### src/rtl/pipe_ctrl.sv
// Pipeline sequencer for the 5-stage Beta-style core.
// Drives PC / IF_ID / ID_EX / EX_MEM enables, flushes and bubbles.
module pipe_ctrl #(
    parameter int REG_W       = 5,
    parameter int INIT_CYC    = 4,
    parameter int MEM_TIMEOUT = 64,
    parameter int CNT_W       = 16
) (
    input  logic             clk,
    input  logic             reset,
    input  logic             id_valid,
    input  logic [REG_W-1:0] id_ra,
    input  logic [REG_W-1:0] id_rb,
    input  logic             id_uses_ra,
    input  logic             id_uses_rb,
    input  logic             ex_ld,
    input  logic [REG_W-1:0] ex_rc,
    input  logic             id_branch_taken,
    input  logic             mem_req,
    input  logic             mem_ack,
    output logic             pc_en,
    output logic             if_id_en,
    output logic             if_id_flush,
    output logic             id_ex_en,
    output logic             id_ex_bubble,
    output logic             ex_mem_en,
    output logic             mem_err,
    output logic [1:0]       ctrl_state,
    output logic [CNT_W-1:0] stall_cycles
);

    localparam logic [1:0] S_INIT = 2'd0;
    localparam logic [1:0] S_RUN  = 2'd1;
    localparam logic [1:0] S_WAIT = 2'd2;

    localparam int IW = $clog2(INIT_CYC + 1);
    localparam int WW = $clog2(MEM_TIMEOUT + 1);

    logic [1:0]    state;
    logic [IW-1:0] init_cnt;
    logic [WW-1:0] wait_cnt;
    logic          hazard;
    logic          freeze;
    logic          go;

    // R31 always reads as zero, so it never creates a dependency
    assign hazard = id_valid & ex_ld & (ex_rc != '1) &
                    ((id_uses_ra & (id_ra == ex_rc)) |
                     (id_uses_rb & (id_rb == ex_rc)));

    assign freeze = mem_req & ~mem_ack;

    // go: the pipe is allowed to move this cycle
    assign go = ((state == S_RUN) & ~freeze) |
                ((state == S_WAIT) & mem_ack);

    assign ctrl_state = state;

    always_comb begin
        pc_en        = 1'b0;
        if_id_en     = 1'b0;
        if_id_flush  = 1'b0;
        id_ex_en     = 1'b0;
        id_ex_bubble = 1'b0;
        ex_mem_en    = 1'b0;
        if (state == S_INIT) begin
            if_id_en     = 1'b1;
            if_id_flush  = 1'b1;
            id_ex_en     = 1'b1;
            id_ex_bubble = 1'b1;
            ex_mem_en    = 1'b1;
        end else if (go) begin
            pc_en     = 1'b1;
            if_id_en  = 1'b1;
            id_ex_en  = 1'b1;
            ex_mem_en = 1'b1;
            if (hazard) begin
                pc_en        = 1'b0;
                if_id_en     = 1'b0;
                id_ex_bubble = 1'b1;
            end else if (id_branch_taken & id_valid) begin
                if_id_flush = 1'b1;
            end
        end
    end

    always_ff @(posedge clk) begin
        if (reset) begin
            state    <= S_INIT;
            init_cnt <= '0;
            wait_cnt <= '0;
            mem_err  <= 1'b0;
        end else begin
            mem_err <= 1'b0;
            case (state)
                S_INIT: begin
                    if (init_cnt == IW'(INIT_CYC - 1)) begin
                        state    <= S_RUN;
                        init_cnt <= '0;
                    end else begin
                        init_cnt <= init_cnt + 1'b1;
                    end
                end
                S_RUN: begin
                    if (freeze) begin
                        state    <= S_WAIT;
                        wait_cnt <= WW'(1);
                    end
                end
                S_WAIT: begin
                    if (mem_ack) begin
                        state <= S_RUN;
                    end else if (wait_cnt == WW'(MEM_TIMEOUT)) begin
                        state   <= S_RUN;
                        mem_err <= 1'b1;
                    end else begin
                        wait_cnt <= wait_cnt + 1'b1;
                    end
                end
                default: state <= S_INIT;
            endcase
        end
    end

    always_ff @(posedge clk) begin
        if (reset) begin
            stall_cycles <= '0;
        end else if ((state != S_INIT) && !pc_en &&
                     (stall_cycles != '1)) begin
            stall_cycles <= stall_cycles + 1'b1;
        end
    end

endmodule

### config.mk
export PLATFORM = sky130hd
export DESIGN_NAME = pipe_ctrl
export DESIGN_NICKNAME = d
export VERILOG_FILES = /design/src/rtl/pipe_ctrl.sv
export SDC_FILE = /design/constraint.sdc
export NUM_CORES = 1
export LEC_CHECK = 0
export BUFFER_PORTS_ARGS = -buffer_cell sky130_fd_sc_hd__buf_2
export CAP_MARGIN = 10
export CORE_ASPECT_RATIO = 0.9
export CORE_MARGIN = 4
export CORE_UTILIZATION = 40
export CTS_CLUSTER_DIAMETER = 80
export DETAILED_ROUTE_END_ITERATION = 10
export PLACE_DENSITY = 0.71
export SYNTH_ARGS = -nofsm -noshare
export SYNTH_HDL_FRONTEND = slang
export SYNTH_SLANG_ARGS = --single-unit
### constraint.sdc
create_clock -name clk -period 2.48 [get_ports clk]
set_input_delay 0.496 -clock clk [delete_from_list [all_inputs] [get_ports clk]]
set_output_delay 0.496 -clock clk [all_outputs]
set_load 0.01 [all_outputs]
==> results.sh, run 1 <==
export IMPL_cp_slowest_stage_delay_ns=0.47
export IMPL_ant_nets=0
export IMPL_synthFlopType="dfxtp_1"
export IMPL_grt_use_met3_pct=4.64
export IMPL_ctsHoldBuffers=0
export IMPL_ir_worst_vdd_uv=479
export IMPL_muxShareOfSynthArea_pct=1.91
export IMPL_drv_slew=0
export IMPL_max_cap_viol_count=0
export IMPL_h_tree_depth=2
export IMPL_cts_resized_gates=0
export IMPL_antenna_found_initial=0
export IMPL_multi_input_area_mm2=0.00106
export IMPL_p_leak_nw=0.828
export IMPL_min_path_type="register to register"
export IMPL_comb_power_share_pct=43.5
export IMPL_clock_sinks=29
export IMPL_fmaxAchievable_mhz=438
export IMPL_clockBufferDepth=2
export IMPL_syn_cell_area_mm2=0.00170
export IMPL_crit_chain="nor2b_4 > a22oi_4 > a21oi_2 > buf_4 > buf_2"
export IMPL_r2r_slack_ns=0.43
export IMPL_p_sw_share_pct=39.8
export IMPL_area_growth_pct=21.3
export IMPL_seq_area_um2=581
export IMPL_io_pins=49
export IMPL_finClkSkew_ns=0.00865
export IMPL_clk_pin_slew_ns=0.06
export IMPL_nNetsFinal=283
export IMPL_p_seq_share_pct=33.3
export IMPL_grt_usage_pct=15.4
export IMPL_ys_ff_latch=29
export IMPL_gp_congestion=0.797
export IMPL_cts_tree="built"
export IMPL_syn_inst=205
export IMPL_die_x_um=76.8
export IMPL_synth_xor_area_share_pct=8.75
export IMPL_rsz0062_at_grt="no"
export IMPL_grt_ovfl_total=0
export IMPL_coreArea_mm2=0.00410
export IMPL_syn_area_per_cell_um2=8.30
export IMPL_ys_async_sr_fraction_pct=0
export IMPL_die_area_mm2=0.00536
export IMPL_start_util_pct=41.5
export IMPL_finalHoldViolCount=0
export IMPL_cts_root_buf="clkbuf_8"
export IMPL_path_buf_inv=2
export IMPL_p_per_area_mw_per_mm2=830
export IMPL_grt_pass1_vias=1530
export IMPL_status="finished clean"
export IMPL_io_buffers=48
export IMPL_setup_tns_ns=0
export IMPL_drtPass1Iterations=4
export IMPL_yosys_area_share_simple_pct=31.9
export IMPL_timing_rr_end="wait_cnt[3]"
export IMPL_worstPathMaxFanout=9
export IMPL_worstPathRequired_ns=1.98
export IMPL_whs_endpoint="init_cnt[2]"
export IMPL_yosysSeqAreaShare_pct=34.1
export IMPL_insertion_delay_ns=0.28
export IMPL_n_fill_cell=415
export IMPL_clockPowerShare_pct=23.1
export IMPL_vias=1583
export IMPL_finalSetupViolCount=0
export IMPL_tightest_slew_ns=0.491
export IMPL_drcViolationCount=0
export IMPL_grt_pass1_wl_mm=6.73
export IMPL_drive_above_1_share_pct=26.7
export IMPL_synthAdderAreaFrac_pct=2.94
export IMPL_busiest_layer="met2"
export IMPL_vias_per_cell=5.22
export IMPL_cts_made_buffers=5
export IMPL_wl_per_cell_um=12.8
export IMPL_critPathArrivalTime_ns=1.79
export IMPL_num_rows=22
export IMPL_timing_final_crit_share_pct=92.1
export IMPL_max_slew_margin_pct=67.3
export IMPL_p_int_mw=1.03
export IMPL_synth_cell_types=49
export IMPL_grt_use_met1_pct=19.0
export IMPL_p_switching_uw=681
export IMPL_synth_compound_area_share_pct=16.5
export IMPL_min_period_ns=2.28
export IMPL_placed_cells=296
export IMPL_synth_edff_count=0
export IMPL_yosysWarnings=0
export IMPL_grt_use_met2_pct=25.3
export IMPL_regToRegStartpoint="wait_cnt[0]"
export IMPL_syn_num_nets=233
export IMPL_worstHoldStart="init_cnt[2]"
export IMPL_critPathLaunchType="register"
export IMPL_synth_top_family_by_area="simple AND/OR/NAND/NOR gates"
export IMPL_critPathCaptureType="output port"
export IMPL_criticalPathCategory="register to output port"
export IMPL_rr_worst_depth=8
export IMPL_hpwl_mm=2.99
export IMPL_critical_path_top_delay_family="flip-flops"
export IMPL_critPathSlowestCell="dfxtp_1"
export IMPL_drt_wl_total_mm=3.87
export IMPL_worstHoldPathCells=2
export IMPL_die_h_um=69.9
export IMPL_fin_cells=303
export IMPL_grt_max_degree=28
export IMPL_drtIter0Drc=112
export IMPL_diodes=0
export IMPL_cts_setup_buffers=0
cells by family (layout without fill, tap and decap cells):
logic type / Yosys count / in the layout
AND/OR/NAND/NOR: 97 / 97
adder cells (fa/ha/maj): 4 / 4
AO/OA/AOI/OAI: 41 / 41
flip-flops: 29 / 29
buffers and inverters: 14 / 64
multiplexers: 3 / 3
XOR/XNOR: 17 / 17
power groups by stage:
stage	logic [mW]	registers (mW)	clock network, mW
2_1_floorplan	0.540	0.580	0
3_3_place_gp	0.737	0.578	0
3_5_place_dp	0.753	0.580	0
4_1_cts	0.756	0.570	0.404
5_1_grt	0.842	0.582	0.423
6_report	0.746	0.571	0.396
Yosys cell counts (2+ instances only):
library cell  number  area (um^2)
dfxtp_1           29          581
nand2_1           24         90.1
nor2_1            20         75.1
a21oi_1           15         75.1
xnor2_1           14          123
nand3_1            9         45.0
inv_1              7         26.3
or3_1              7         43.8
or4_1              6         45.0
o21ai_1            5         25.0
o31ai_1            5         37.5
clkbuf_1           4         15.0
ha_1               4         50.1
nand4_1            4         25.0
nor2b_1            4         25.0
and3_1             3         18.8
and4_1             3         26.3
nand3_2            3         30.0
o21ai_0            3         15.0
xor2_1             3         26.3
mux2_1             2         22.5
nand2b_1           2         12.5
nor3_1             2         10.0
nor4_1             2         12.5
per-stage QoR:
stage / power [mW] / instance area (um^2) / utilization (%) / worst slack, ns / hold slack [ns]
2_1_floorplan: 1.12 / 1700 / - / 0.348 / 0.424
3_3_place_gp: 1.32 / 1980 / 48.2 / 0.281 / 0.433
3_5_place_dp: 1.33 / 1980 / 48.2 / 0.275 / 0.442
4_1_cts: 1.73 / 2060 / 50.3 / 0.202 / 0.457
5_1_grt: 1.85 / 2060 / 50.3 / 0.0530 / 0.487
6_report: 1.71 / 2060 / 50.3 / 0.196 / 0.452
state kept, by name, summed over array words and instances (netlist names):
name,flops
stall_cycles,16
init_cnt,3
ctrl_state,2
mem_err,1
wait_cnt,7
layout make-up:
type,count,share of cell area (%)
multi-input combinational,162,51.2
sequential,29,28.1
timing repair buffer,50,12.4
clock buffer,7,4.18
tap,48,2.91
inverter,7,1.27
layer usage:
metal  vias up  share of wire, %
met4         0               1.4
met2        31                47
li1        833                 -
met5         -                 0
met3         7               5.1
met1       712                46
worst max path at each step:
stage | from | endpoint | slack [ns] | cells past startpoint
after global placement | ex_rc[2] | stall_cycles[10] | 0.28 | 8
final | ctrl_state[0] | pc_en | 0.20 | 5
after detailed placement | ex_rc[2] | stall_cycles[5] | 0.27 | 7
after global routing | ctrl_state[0] | pc_en | 0.05 | 5
after CTS | ctrl_state[0] | pc_en | 0.20 | 5
after floorplan | id_ra[4] | if_id_flush | 0.35 | 8
worst register-to-register path, cell delays in order (launching register included):
cell and delay, ns:
dfxtp_1 0.35, inv_1 0.07, ha_1 0.15, or4b_1 0.48
o31a_1 0.30, o21ai_2 0.25, or3_1 0.17, xor2_1 0.14
nor2_1 0.05
cells in the final DEF (no fill, tap or decap), types with 4 or more instances in the layout:
master / Yosys / final
clkbuf_8: 0 / 6
o21ai_1: 5 / 5
o31ai_1: 5 / 5
nor2b_1: 4 / 4
or4_1: 6 / 6
buf_2: 1 / 48
nand3_1: 9 / 9
ha_1: 4 / 4
nor2_1: 20 / 20
dfxtp_1: 29 / 29
inv_1: 7 / 7
nand2_1: 24 / 24
nand4_1: 4 / 4
a21oi_1: 15 / 15
or3_1: 7 / 7
xnor2_1: 14 / 14
No activity file was read; power rests on OpenSTA's default activity.
==> inputs of run 2 (changes only) <==
CORE_ASPECT_RATIO = 2   (was 0.9)
CORE_UTILIZATION = 30   (was 40)
PLACE_DENSITY = 0.58   (was 0.71)
==> results.sh, run 2 (synthesis gave the netlist of run 1 again) <==
export IMPL_io_buffers=48
export IMPL_clk_pin_slew_ns=0.06
export IMPL_cts_root_buf="clkbuf_8"
export IMPL_largestRegisters="stall_cycles (16), wait_cnt (7), init_cnt (3)"
export IMPL_critPathCaptureType="output port"
export IMPL_num_rows=38
export IMPL_drcViolationCount=0
export IMPL_ir_worst_vdd_uv=438
export IMPL_max_slew_margin_pct=67.1
export IMPL_clock_sinks=29
export IMPL_finalSetupViolCount=0
export IMPL_die_area_mm2=0.00701
export IMPL_drt_wl_total_mm=4.33
export IMPL_tightest_slew_ns=0.493
export IMPL_p_per_area_mw_per_mm2=820
export IMPL_area_growth_pct=21.8
export IMPL_worstPathRequired_ns=1.98
export IMPL_grt_max_degree=28
export IMPL_vias_per_cell=5.17
export IMPL_min_path_type="register to register"
export IMPL_coreArea_mm2=0.00547
export IMPL_criticalPathCategory="register to output port"
export IMPL_cts_resized_gates=0
export IMPL_grt_ovfl_total=0
export IMPL_grt_pass1_vias=1601
export IMPL_nNetsFinal=283
export IMPL_grt_usage_pct=13.0
export IMPL_drive_above_1_share_pct=26.2
export IMPL_drtPass1Iterations=4
export IMPL_gp_congestion=0.744
export IMPL_hpwl_mm=3.43
export IMPL_finalHoldViolCount=0
export IMPL_drv_slew=0
export IMPL_ctsHoldBuffers=0
export IMPL_h_tree_depth=2
export IMPL_setup_tns_ns=0
export IMPL_layout_common_cells="buf_2, dfxtp_1, nand2_1, nor2_1, a21oi_1"
export IMPL_status="finished clean"
export IMPL_finClkSkew_ns=0.00600
export IMPL_grt_pass1_wl_mm=6.96
export IMPL_clockBufferDepth=2
export IMPL_io_pins=49
export IMPL_drtIter0Drc=27
export IMPL_r2r_slack_ns=0.40
export IMPL_vias=1634
export IMPL_cts_made_buffers=5
export IMPL_critPathArrivalTime_ns=1.73
export IMPL_wl_per_cell_um=13.7
export IMPL_ant_nets=0
export IMPL_largest_register_ffs=16
export IMPL_die_x_um=61.3
export IMPL_cts_setup_buffers=0
export IMPL_critPathLaunchType="register"
export IMPL_timing_final_crit_share_pct=89.9
export IMPL_layout_commonest_cell="buf_2"
export IMPL_die_h_um=115
export IMPL_dp_slack_ns=0.262
export IMPL_antenna_found_initial=0
export IMPL_diodes=0
export IMPL_min_period_ns=2.23
export IMPL_rsz0062_at_grt="no"
export IMPL_regMostFlops="stall_cycles"
export IMPL_p_leak_nw=0.822
export IMPL_layout_setup_ws_ns=0.251
export IMPL_max_cap_viol_count=0
export IMPL_worstPathMaxFanout=17
export IMPL_fmaxAchievable_mhz=449
export IMPL_start_util_pct=31.1
export IMPL_insertion_delay_ns=0.28
export IMPL_cts_tree="built"
-- run 2: final timing paths --
| check | from | to | cells past startpoint |
|---|---|---|---|
| worst min-delay path | init_cnt[1] | init_cnt[1] | 2 |
| worst max-delay path | ctrl_state[0] | pc_en | 5 |
| worst max register to register | wait_cnt[0] | wait_cnt[3] | 8 |
| worst min register to register | init_cnt[1] | init_cnt[1] | 2 |
-- run 2: area by class of cell --
type | count | area [um^2]
fill | 569 | 3390
clock buffer | 8 | 80.1
multi-input combinational | 162 | 1060
tap | 60 | 75.1
timing repair buffer | 50 | 255
sequential | 29 | 581
inverter | 7 | 26.3
-- run 2: critical path, stage by stage, from the launching register on --
cell and delay, ns:
dfxtp_1 0.46, nor2b_4 0.28, a22oi_4 0.11, a21oi_2 0.19, buf_4 0.24, buf_2 0.16
-- run 2: per-stage QoR --
step	hold WS (ns)	instance area, um^2	util (%)	std cells	power (mW)
after global placement	0.433	1990	36.5	308	1.34
after global routing	0.493	2070	37.9	316	1.84
after CTS	0.466	2070	37.9	316	1.74
after detailed placement	0.456	1990	36.5	308	1.34
after floorplan	0.424	1700	-	205	1.12
final	0.459	2070	37.9	316	1.70
-- run 2: routing by layer --
layer	vias to the layer above	global-route usage [%]	share of wire (%)	routed length, um
met5	-	0	0	0
met4	0	5.64	2.0	87
met3	6	2.82	6.1	266
met2	38	25.0	57	2450
met1	756	12.0	35	1520
li1	834	-	-	-
-- run 2: power breakdown --
| group | internal [mW] | total, mW | switching [mW] | leakage (nW) |
|---|---|---|---|---|
| Sequential | 0.510 | 0.574 | 0.0639 | 0.234 |
| Combinational | 0.303 | 0.752 | 0.449 | 0.549 |
| Clock | 0.199 | 0.374 | 0.175 | 0.0395 |
